$ cat src/rtl/mips_pkg.sv
// mips_pkg: encodings shared by the instruction encoder and the control decoder.
// Holds the symbolic in_op enumeration, the primary opcode constants, the R-type
// funct constants and the encoder FSM state type.
package mips_pkg;

    // Symbolic operation selector carried on in_op; codes 12-15 are unsupported.
    typedef enum logic [3:0] {
        InAdd  = 4'd0,
        InSub  = 4'd1,
        InAnd  = 4'd2,
        InOr   = 4'd3,
        InSlt  = 4'd4,
        InAddi = 4'd5,
        InAndi = 4'd6,
        InLw   = 4'd7,
        InSw   = 4'd8,
        InBeq  = 4'd9,
        InBne  = 4'd10,
        InJ    = 4'd11
    } in_op_e;

    // Primary opcode field, instruction bits [31:26].
    localparam logic [5:0] OP_RTYPE = 6'h00;
    localparam logic [5:0] OP_J     = 6'h02;
    localparam logic [5:0] OP_BEQ   = 6'h04;
    localparam logic [5:0] OP_BNE   = 6'h05;
    localparam logic [5:0] OP_ADDI  = 6'h08;
    localparam logic [5:0] OP_ANDI  = 6'h0C;
    localparam logic [5:0] OP_LW    = 6'h23;
    localparam logic [5:0] OP_SW    = 6'h2B;

    // R-type funct field, instruction bits [5:0].
    localparam logic [5:0] FUNCT_ADD = 6'h20;
    localparam logic [5:0] FUNCT_SUB = 6'h22;
    localparam logic [5:0] FUNCT_AND = 6'h24;
    localparam logic [5:0] FUNCT_OR  = 6'h25;
    localparam logic [5:0] FUNCT_SLT = 6'h2A;

    typedef enum logic [1:0] {
        StIdle = 2'd0,
        StLoad = 2'd1,
        StDone = 2'd2
    } enc_state_e;

endpackage

$ cat src/rtl/instr_pack.sv
// instr_pack: combinational packer from symbolic fields to a 32-bit MIPS word.
// Ports:
//   op          in   4   symbolic operation (mips_pkg::in_op_e)
//   rs, rt, rd  in   5   register fields
//   imm         in   26  immediate / branch offset (low 16) or jump target (all 26)
//   word        out  32  encoded instruction, 0 for unsupported ops
//   unsupported out  1   op is not one of the twelve defined codes
module instr_pack
    import mips_pkg::*;
(
    input  logic [3:0]  op,
    input  logic [4:0]  rs,
    input  logic [4:0]  rt,
    input  logic [4:0]  rd,
    input  logic [25:0] imm,
    output logic [31:0] word,
    output logic        unsupported
);

    always_comb begin
        word        = 32'h0;
        unsupported = 1'b0;
        case (in_op_e'(op))
            InAdd:   word = {OP_RTYPE, rs, rt, rd, 5'h0, FUNCT_ADD};
            InSub:   word = {OP_RTYPE, rs, rt, rd, 5'h0, FUNCT_SUB};
            InAnd:   word = {OP_RTYPE, rs, rt, rd, 5'h0, FUNCT_AND};
            InOr:    word = {OP_RTYPE, rs, rt, rd, 5'h0, FUNCT_OR};
            InSlt:   word = {OP_RTYPE, rs, rt, rd, 5'h0, FUNCT_SLT};
            InAddi:  word = {OP_ADDI, rs, rt, imm[15:0]};
            InAndi:  word = {OP_ANDI, rs, rt, imm[15:0]};
            InLw:    word = {OP_LW, rs, rt, imm[15:0]};
            InSw:    word = {OP_SW, rs, rt, imm[15:0]};
            InBeq:   word = {OP_BEQ, rs, rt, imm[15:0]};
            InBne:   word = {OP_BNE, rs, rt, imm[15:0]};
            InJ:     word = {OP_J, imm};
            default: unsupported = 1'b1;
        endcase
    end

endmodule

$ cat src/rtl/instr_encoder.sv
// instr_encoder: streams symbolic instructions into instruction memory.
// Each accepted request is packed by instr_pack and written at consecutive word
// addresses starting from 0 after a start pulse.
// Ports:
//   clk, rst                 clock, synchronous active-high reset
//   start                    pulse: (re)start a load at address 0
//   in_valid/in_ready        request handshake (in_ready is registered)
//   in_last                  marks the final request of the program
//   in_op, in_rs, in_rt, in_rd, in_imm   symbolic instruction fields
//   imem_we/addr/wdata       registered instruction-memory write port
//   count                    words written in the current load
//   full                     count == MAX_WORDS
//   done                     load finished (in_last written)
//   err                      sticky error, only live with INSTR_ENCODER_ERR_EN
// Configuration: define INSTR_ENCODER_ERR_EN to flag unsupported ops and
// out-of-range 16-bit immediates on err; otherwise err is tied 0.
module instr_encoder
    import mips_pkg::*;
#(
    parameter int unsigned ADDR_W    = 8,
    parameter int unsigned MAX_WORDS = 256
) (
    input  logic              clk,
    input  logic              rst,
    input  logic              start,
    input  logic              in_valid,
    output logic              in_ready,
    input  logic              in_last,
    input  logic [3:0]        in_op,
    input  logic [4:0]        in_rs,
    input  logic [4:0]        in_rt,
    input  logic [4:0]        in_rd,
    input  logic [25:0]       in_imm,
    output logic              imem_we,
    output logic [ADDR_W-1:0] imem_addr,
    output logic [31:0]       imem_wdata,
    output logic [ADDR_W:0]   count,
    output logic              full,
    output logic              done,
    output logic              err
);

    localparam logic [ADDR_W:0] MAX_CNT = (ADDR_W + 1)'(MAX_WORDS);
    localparam logic [ADDR_W:0] CNT_ONE = (ADDR_W + 1)'(1);

    enc_state_e        state_q, state_d;
    logic [ADDR_W:0]   count_q, count_d;
    logic              ready_q, ready_d;
    logic              we_q, we_d;
    logic [ADDR_W-1:0] addr_q, addr_d;
    logic [31:0]       wdata_q, wdata_d;
    logic [31:0]       word;
    logic              unsupported;
    logic              xfer;

    instr_pack u_pack (
        .op          (in_op),
        .rs          (in_rs),
        .rt          (in_rt),
        .rd          (in_rd),
        .imm         (in_imm),
        .word        (word),
        .unsupported (unsupported)
    );

    // ready_q is only ever set in LOAD with room left, so it alone qualifies a transfer.
    assign xfer = in_valid && ready_q;

`ifdef INSTR_ENCODER_ERR_EN
    logic err_q, err_d;
    logic imm_wide;

    // Sign-extending I-types must fit their immediate in 16 bits; ANDI zero-extends.
    always_comb begin
        imm_wide = 1'b0;
        case (in_op_e'(in_op))
            InAddi, InLw, InSw, InBeq, InBne: imm_wide = (in_imm[25:16] != {10{in_imm[15]}});
            default:                          imm_wide = 1'b0;
        endcase
    end
`endif

    always_comb begin
        state_d = state_q;
        count_d = count_q;
        we_d    = 1'b0;
        addr_d  = addr_q;
        wdata_d = wdata_q;
`ifdef INSTR_ENCODER_ERR_EN
        err_d   = err_q;
`endif
        // Start from any state restarts the load; a write already latched still completes.
        if (start) begin
            state_d = StLoad;
            count_d = '0;
`ifdef INSTR_ENCODER_ERR_EN
            err_d   = 1'b0;
`endif
        end
        // count_d already reflects a coincident start, so that beat lands at address 0.
        if (xfer) begin
            we_d    = 1'b1;
            addr_d  = count_d[ADDR_W-1:0];
            wdata_d = unsupported ? 32'h0 : word;
            count_d = count_d + CNT_ONE;
`ifdef INSTR_ENCODER_ERR_EN
            err_d   = err_d | unsupported | imm_wide;
`endif
            if (in_last) begin
                state_d = StDone;
            end
        end
        ready_d = (state_d == StLoad) && (count_d != MAX_CNT);
    end

    always_ff @(posedge clk) begin
        if (rst) begin
            state_q <= StIdle;
            count_q <= '0;
            ready_q <= 1'b0;
            we_q    <= 1'b0;
            addr_q  <= '0;
            wdata_q <= 32'h0;
`ifdef INSTR_ENCODER_ERR_EN
            err_q   <= 1'b0;
`endif
        end else begin
            state_q <= state_d;
            count_q <= count_d;
            ready_q <= ready_d;
            we_q    <= we_d;
            addr_q  <= addr_d;
            wdata_q <= wdata_d;
`ifdef INSTR_ENCODER_ERR_EN
            err_q   <= err_d;
`endif
        end
    end

    assign in_ready   = ready_q;
    assign imem_we    = we_q;
    assign imem_addr  = addr_q;
    assign imem_wdata = wdata_q;
    assign count      = count_q;
    assign full       = (count_q == MAX_CNT);
    assign done       = (state_q == StDone);

`ifdef INSTR_ENCODER_ERR_EN
    assign err = err_q;
`else
    assign err = 1'b0;
`endif

endmodule

$ cat config.mk
export PLATFORM = sky130hd
export DESIGN_NAME = instr_encoder
export DESIGN_NICKNAME = d
export VERILOG_FILES = /design/src/rtl/mips_pkg.sv /design/src/rtl/instr_pack.sv /design/src/rtl/instr_encoder.sv
export SDC_FILE = /design/constraint.sdc
export NUM_CORES = 1
export LEC_CHECK = 0
export ABC_AREA = 0
export BUFFER_PORTS_ARGS = -buffer_cell sky130_fd_sc_hd__buf_2
export CAP_MARGIN = 20
export CELL_PAD_IN_SITES_DETAIL_PLACEMENT = 1
export CELL_PAD_IN_SITES_GLOBAL_PLACEMENT = 1
export CORE_ASPECT_RATIO = 2
export CORE_UTILIZATION = 37
export DETAILED_ROUTE_END_ITERATION = 8
export MAX_ROUTING_LAYER = met4
export PLACE_DENSITY = 0.89
export SLEW_MARGIN = 30
export SYNTH_ARGS = -nofsm -noshare
export SYNTH_HDL_FRONTEND = slang
export SYNTH_HIERARCHICAL = 1
export SYNTH_SLANG_ARGS = --single-unit
$ cat constraint.sdc
create_clock -name clk -period 3.3 [get_ports clk]
set_input_delay 0.99 -clock clk [delete_from_list [all_inputs] [get_ports clk]]
set_output_delay 0.99 -clock clk [all_outputs]
set_load 0.01 [all_outputs]
==> results.yml, run 1 <==
global_routing:
  grt_start_max_net_pins: 33
  grt_pass1_wl_um: 12300
  grt-ovfl-total: 0
  grt_pass1_vias: 2668
  antenna_found_initial: 0
  grt_usage_pct: 22.8
clock_network:
  cts_hold_buf: 0
  post_cts_buffers: 0
  clk_latency_ps: 290
  cts_resized: 0
  cts_tree: "built"
  cts-htree-levels: 2
  numCtsBuffers: 5
  cts.path.max_buffers: 2
  cts-root-buf: "clkbuf_16"
  clk_pin_slew_ps: 70
  cts.sinks: 53
power_and_ir_drop:
  fin_total_pwr_w: 0.00143
  pwr_density_cell_nw_per_um2: 433
  combPwrFrac_pct: 13.3
  p_clk_share_pct: 40.4
  p_sw_w: 0.000345
  switching_share_pct: 24.1
  seq_power_share_pct: 46.3
  ir_worst_vdd_v: 0.000250
  p_int_w: 0.00109
  p_leak_nw: 1.59
placement:
  portBuffers: 102
  hpwlAfterDp_um: 6020
  finalWeightedCongestion: 0.820
sta:
  fin_setup_tns_ps: 0
  setup_viol_count_final: 0
  tightest_slew_ps: 507
  relSlewSlack_pct: 66.1
  fmax_mhz: 386
  post-route-min-period_ps: 2590
  hold_viol_final: 0
  final-max-slew-violation-count: 0
  fin_skew_ps: 4.61
  post-route-period-util_pct: 78.5
  rsz0062_at_grt: "no"
synthesis:
  synthArstFlopShare_pct: 0
  synth.distinct_cells: 46
  synth_enable_flop_cells: 0
  syn_inst: 294
  synth_ff_type: "dfxtp_1"
  synthTopCellsByArea: "dfxtp_1 41%, a22o_1 11%, o22ai_1 5.3%"
  netlist.top_cell.by_area: "dfxtp_1"
  synthTopCellsByCount: "53 x dfxtp_1, 32 x a22o_1, 22 x o22ai_1"
  synth.ff_latch_count: 53
  yosysMostFrequentCell: "dfxtp_1"
  syn_avg_cell_area_um2: 8.84
  ys_seq_area_share_pct: 40.8
  syn_area_um2: 2600
  yosysWarnings: 6
  syn_nets: 345
  netlist.area_leader.share_pct: 40.8
floorplan:
  dieWidth_um: 61.2
  core_um2: 6670
  die_h_um: 120
  pin_count: 104
  rows: 42
  design.die.area_um2: 7380
  start_util_pct: 38.9
setup_path:
  r2r_start: "count[1]"
  rr_worst_depth: 7
  r2r_slack_ps: 1080
  critical_path_arrival_ps: 2760
  worstSetupPathType: "in -> reg"
  start_kind: "input port"
  cp-end-kind: "flip-flop"
  cp.required_ps: 3470
  crit_path_max_fanout: 4
  timing.rr.end: "in_ready"
cells_and_area:
  drive_gt1_share_pct: 32.5
  fillers: 850
  area_delta_synth_final_pct: 27.2
  layout.nets: 436
  diodes: 0
min_path:
  hold_path_end: "imem_addr[6]"
  hp-start: "imem_addr[6]"
  min_path_cells: 2
  min_path_type: "reg -> reg"
detailed_routing:
  drt-total-wl_um: 7840
  drtIter0Drc: 125
  viasPerCell: 5.44
  vias: 2571
  drc: 0
  drtAntennaViolNets: 0
  routedWlPerCell_um: 16.6
  dr.pass1.iters: 4
flow_run:
  max-cap-violations: 0
run_status:
  status: "completed"
-- power by group through the flow --
stage / Sequential, W / Clock (W) / Combinational, W
after global placement: 0.000676 / 0 / 0.000183
after floorplan: 0.000682 / 0 / 0.000112
after CTS: 0.000662 / 0.000597 / 0.000192
after detailed placement: 0.000677 / 0 / 0.000191
after global routing: 0.000664 / 0.000621 / 0.000208
final: 0.000662 / 0.000578 / 0.000191
-- worst max-delay path by stage --
stage          start  endpoint  slack [ps]  depth (start not counted)
6_report       start  in_ready         710                          8
5_1_grt        start  in_ready         670                          8
4_1_cts        start  in_ready         750                          8
3_5_place_dp   start  in_ready         460                          9
3_3_place_gp   start  in_ready         600                          9
2_1_floorplan  start  in_ready         710                          8
-- critical path: stages --
cell     delay, ps
buf_2          130
nor2b_1        250
ha_1           240
nand3_1        160
nor3_2         330
mux2_1         370
o21ai_0        190
a31oi_1        100
-- cells by family after synthesis --
group	Yosys count	synth area share, %
and+or+nand+nor	79	16.5
AOI/OAI and AO/OA	99	28.0
adders and majority gates	1	0.482
buffers and inverters	43	7.66
DFF	53	40.8
other	2	0.289
muxes	8	3.18
xor gates and xnor gates	9	3.03
-- per-layer routing --
layer / GRT usage [%] / wire [um] / up-vias / share of wire (%)
li1: - / - / 1234 / -
met1: 20.6 / 2860 / 1239 / 36
met2: 43.9 / 4490 / 86 / 57
met3: 4.06 / 308 / 12 / 3.9
met4: 8.24 / 177 / 0 / 2.3
met5: - / 0 / - / 0
-- layout make-up --
class,count,area [um^2],share of cell area [%]
flip-flops and latches,53,1060,32.1
multi-input cells,198,1350,40.7
well taps,88,110,3.33
inverters,19,71.3,2.16
clock inverters,2,35.0,1.06
clock buffers,5,125,3.79
repair buffers,108,556,16.8
-- per-stage QoR --
stage	std cells	hold slack, ps	utilization, %	worst slack, ps	area [um^2]
finish	473	454	49.5	709	3300
global route	473	491	49.5	666	3300
CTS	473	458	49.5	748	3300
detailed placement	466	448	47.1	458	3140
global placement	466	442	47.1	599	3140
floorplan	294	442	-	708	2600
-- registers in the layout, summed over array words and instances, names as in the netlist --
name        cells
imem_we         1
imem_wdata     32
in_ready        1
count           9
imem_addr       8
state_q         2
-- layout by cell type (no fill, tap or decap), drive strengths merged, types with 2 or more instances in the layout --
cell	count
buf	108
dfxtp	53
a22o	32
o22ai	22
inv	19
nand2	19
nor2	19
a22oi	15
a21oi	14
nor2b	8
and2	8
xnor2	8
nor3	8
mux2i	6
nand2b	5
clkbuf	5
o21ai	5
and3	3
nand3	2
o21a	2
nand4	2
mux2	2
conb	2
o32ai	2
Note: power is estimated with default switching activity, not from simulation.
==> inputs of run 2 (changes only) <==
--- a/config.mk
+++ b/config.mk
@@ -11,10 +11,10 @@
 export CELL_PAD_IN_SITES_DETAIL_PLACEMENT = 1
 export CELL_PAD_IN_SITES_GLOBAL_PLACEMENT = 1
 export CORE_ASPECT_RATIO = 2
-export CORE_UTILIZATION = 37
+export CORE_UTILIZATION = 31
 export DETAILED_ROUTE_END_ITERATION = 8
 export MAX_ROUTING_LAYER = met4
-export PLACE_DENSITY = 0.89
+export PLACE_DENSITY = 0.8
 export SLEW_MARGIN = 30
 export SYNTH_ARGS = -nofsm -noshare
 export SYNTH_HDL_FRONTEND = slang
==> constraint.sdc (replaced) <==
create_clock -name clk -period 2.3 [get_ports clk]
set_input_delay 0.69 -clock clk [delete_from_list [all_inputs] [get_ports clk]]
set_output_delay 0.69 -clock clk [all_outputs]
set_load 0.01 [all_outputs]
==> run 2 against run 1 <==
Cell count grew 3.4%. Register-to-register slack worse by 770 ps. Wire length up 3.4%. Global-route usage is 3.2 points lower. Setup slack got worse by 510 ps. Clock skew barely moved. Critical path type unchanged.
==> results.yml, run 2 (synthesized netlist as in run 1, its figures left out) <==
run_status:
  status: "completed"
floorplan:
  design.die.area_um2: 8770
  core_um2: 8000
  dieWidth_um: 66.7
  start_util_pct: 32.5
  rows: 46
  pin_count: 104
  die_h_um: 131
cells_and_area:
  fillers: 981
  final_common_cell: "buf_2"
  drive_gt1_share_pct: 33.8
  largest_register_ffs: 32
  post-route-util_pct: 42.0
  final_cell_mix: "102 x buf_2, 53 x dfxtp_1, 32 x a22o_1, 22 x o22ai_1"
  area_delta_synth_final_pct: 29.3
  layout.nets: 444
  diodes: 0
sta:
  post-route-min-period_ps: 2110
  tightest_slew_ps: 522
  fmax_mhz: 475
  holdWs_ps: 452
  setup_viol_count_final: 0
  final-max-slew-violation-count: 0
  fin_skew_ps: 5.01
  hold_viol_final: 0
  layout_setup_ws_ps: 194
  rsz0062_at_grt: "no"
  relSlewSlack_pct: 65.2
  post-route-period-util_pct: 91.6
setup_path:
  crit_slowest_cell: "mux2_1"
  cp_cell_sequence: "buf_2, nand2b_1, inv_1, ha_1, nand2_1, nor4_2, mux2_1, o21ba_1, a31oi_1"
  cp-end-kind: "flip-flop"
  cp.required_ps: 2470
  rr_worst_depth: 7
  r2r_slack_ps: 310
  r2r_start: "count[1]"
  critical_path_arrival_ps: 2270
  worstSetupPathType: "in -> reg"
  cp-startpoint: "start"
  start_kind: "input port"
  crit_path_max_fanout: 5
  timing.rr.end: "in_ready"
  cpPeakStageDelay_ps: 380
  cp-endpoint: "in_ready"
global_routing:
  grt_pass1_vias: 2704
  grt_usage_pct: 19.6
  grt_pass1_wl_um: 12900
  grt-ovfl-total: 0
  antenna_found_initial: 0
  grt_start_max_net_pins: 33
clock_network:
  cts_hold_buf: 0
  cts-root-buf: "clkbuf_16"
  cts-htree-levels: 2
  cts_resized: 0
  cts.sinks: 53
  post_cts_buffers: 0
  clk_latency_ps: 290
  clk_pin_slew_ps: 60
  numCtsBuffers: 5
  cts.path.max_buffers: 2
  cts_tree: "built"
detailed_routing:
  dr.pass1.iters: 4
  vias: 2639
  drt-total-wl_um: 8100
  drtAntennaViolNets: 0
  drtIter0Drc: 73
  viasPerCell: 5.40
  drc: 0
  routedWlPerCell_um: 16.6
placement:
  portBuffers: 102
  hpwlAfterDp_um: 6280
  finalWeightedCongestion: 0.788
  post-place-ws_ps: -116
min_path:
  min_path_type: "reg -> reg"
  min_path_cells: 2
  hp-start: "imem_addr[1]"
power_and_ir_drop:
  ir_worst_vdd_v: 0.000251
  pwr_density_cell_nw_per_um2: 590
  p_leak_nw: 1.62
  fin_total_pwr_w: 0.00198
flow_run:
  max-cap-violations: 0
## run 2: cell types whose count changed in the layout (fill, tap and decap cells not counted)
cell        change
bufinv_16       -1
buf_4           +8
clkbuf_8        +1
clkinv_2        -1
clkinvlp_4      +1
## run 2: stage by stage
step           cell area [um^2]  setup TNS (ps)  cells
6_report                   3360               0    489
3_3_place_gp               3210           -16.4    482
2_1_floorplan              2600               0    294
5_1_grt                    3360               0    489
4_1_cts                    3360               0    489
3_5_place_dp               3210            -116    482
## run 2: layout make-up
class | instances | area [um^2] | share of cell area (%)
Timing Repair Buffer | 116 | 616 | 18.3
Tap cell | 96 | 120 | 3.58
Multi-Input combinational cell | 198 | 1350 | 40.0
Sequential cell | 53 | 1060 | 31.6
Clock inverter | 1 | 7.51 | 0.223
Inverter | 19 | 71.3 | 2.12
Clock buffer | 6 | 139 | 4.13
## run 2: worst max-delay path, delay by kind of cell
family / cells / cell delay [ps]
AO/OA/AOI/OAI: 2 / 300
multiplexers: 1 / 380
AND/OR/NAND/NOR: 3 / 530
adder cells (fa/ha/maj): 1 / 180
buffers and inverters: 2 / 190
## run 2: layer usage
metal | vias up | global-route usage, % | part of all wire [%]
met2 | 88 | 37.7 | 58
met5 | - | - | 0
met4 | 0 | 8.16 | 2.5
met1 | 1286 | 17.8 | 35
met3 | 16 | 2.86 | 4.2
li1 | 1249 | - | -
## run 2: worst min-delay path by stage
stage / end / slack [ps]
4_1_cts: imem_addr[1] / 460
5_1_grt: imem_addr[5] / 480
2_1_floorplan: state_q[0] / 440
3_3_place_gp: imem_addr[1] / 440
3_5_place_dp: imem_addr[1] / 450
6_report: imem_addr[1] / 450
## run 2: power breakdown
part           internal (W)  total [W]  switching [W]  leakage [nW]
combinational      0.000121   0.000278       0.000158          1.12
sequential         0.000938   0.000951      0.0000134         0.429
clock              0.000427   0.000752       0.000325        0.0690
total               0.00149    0.00198       0.000496          1.62
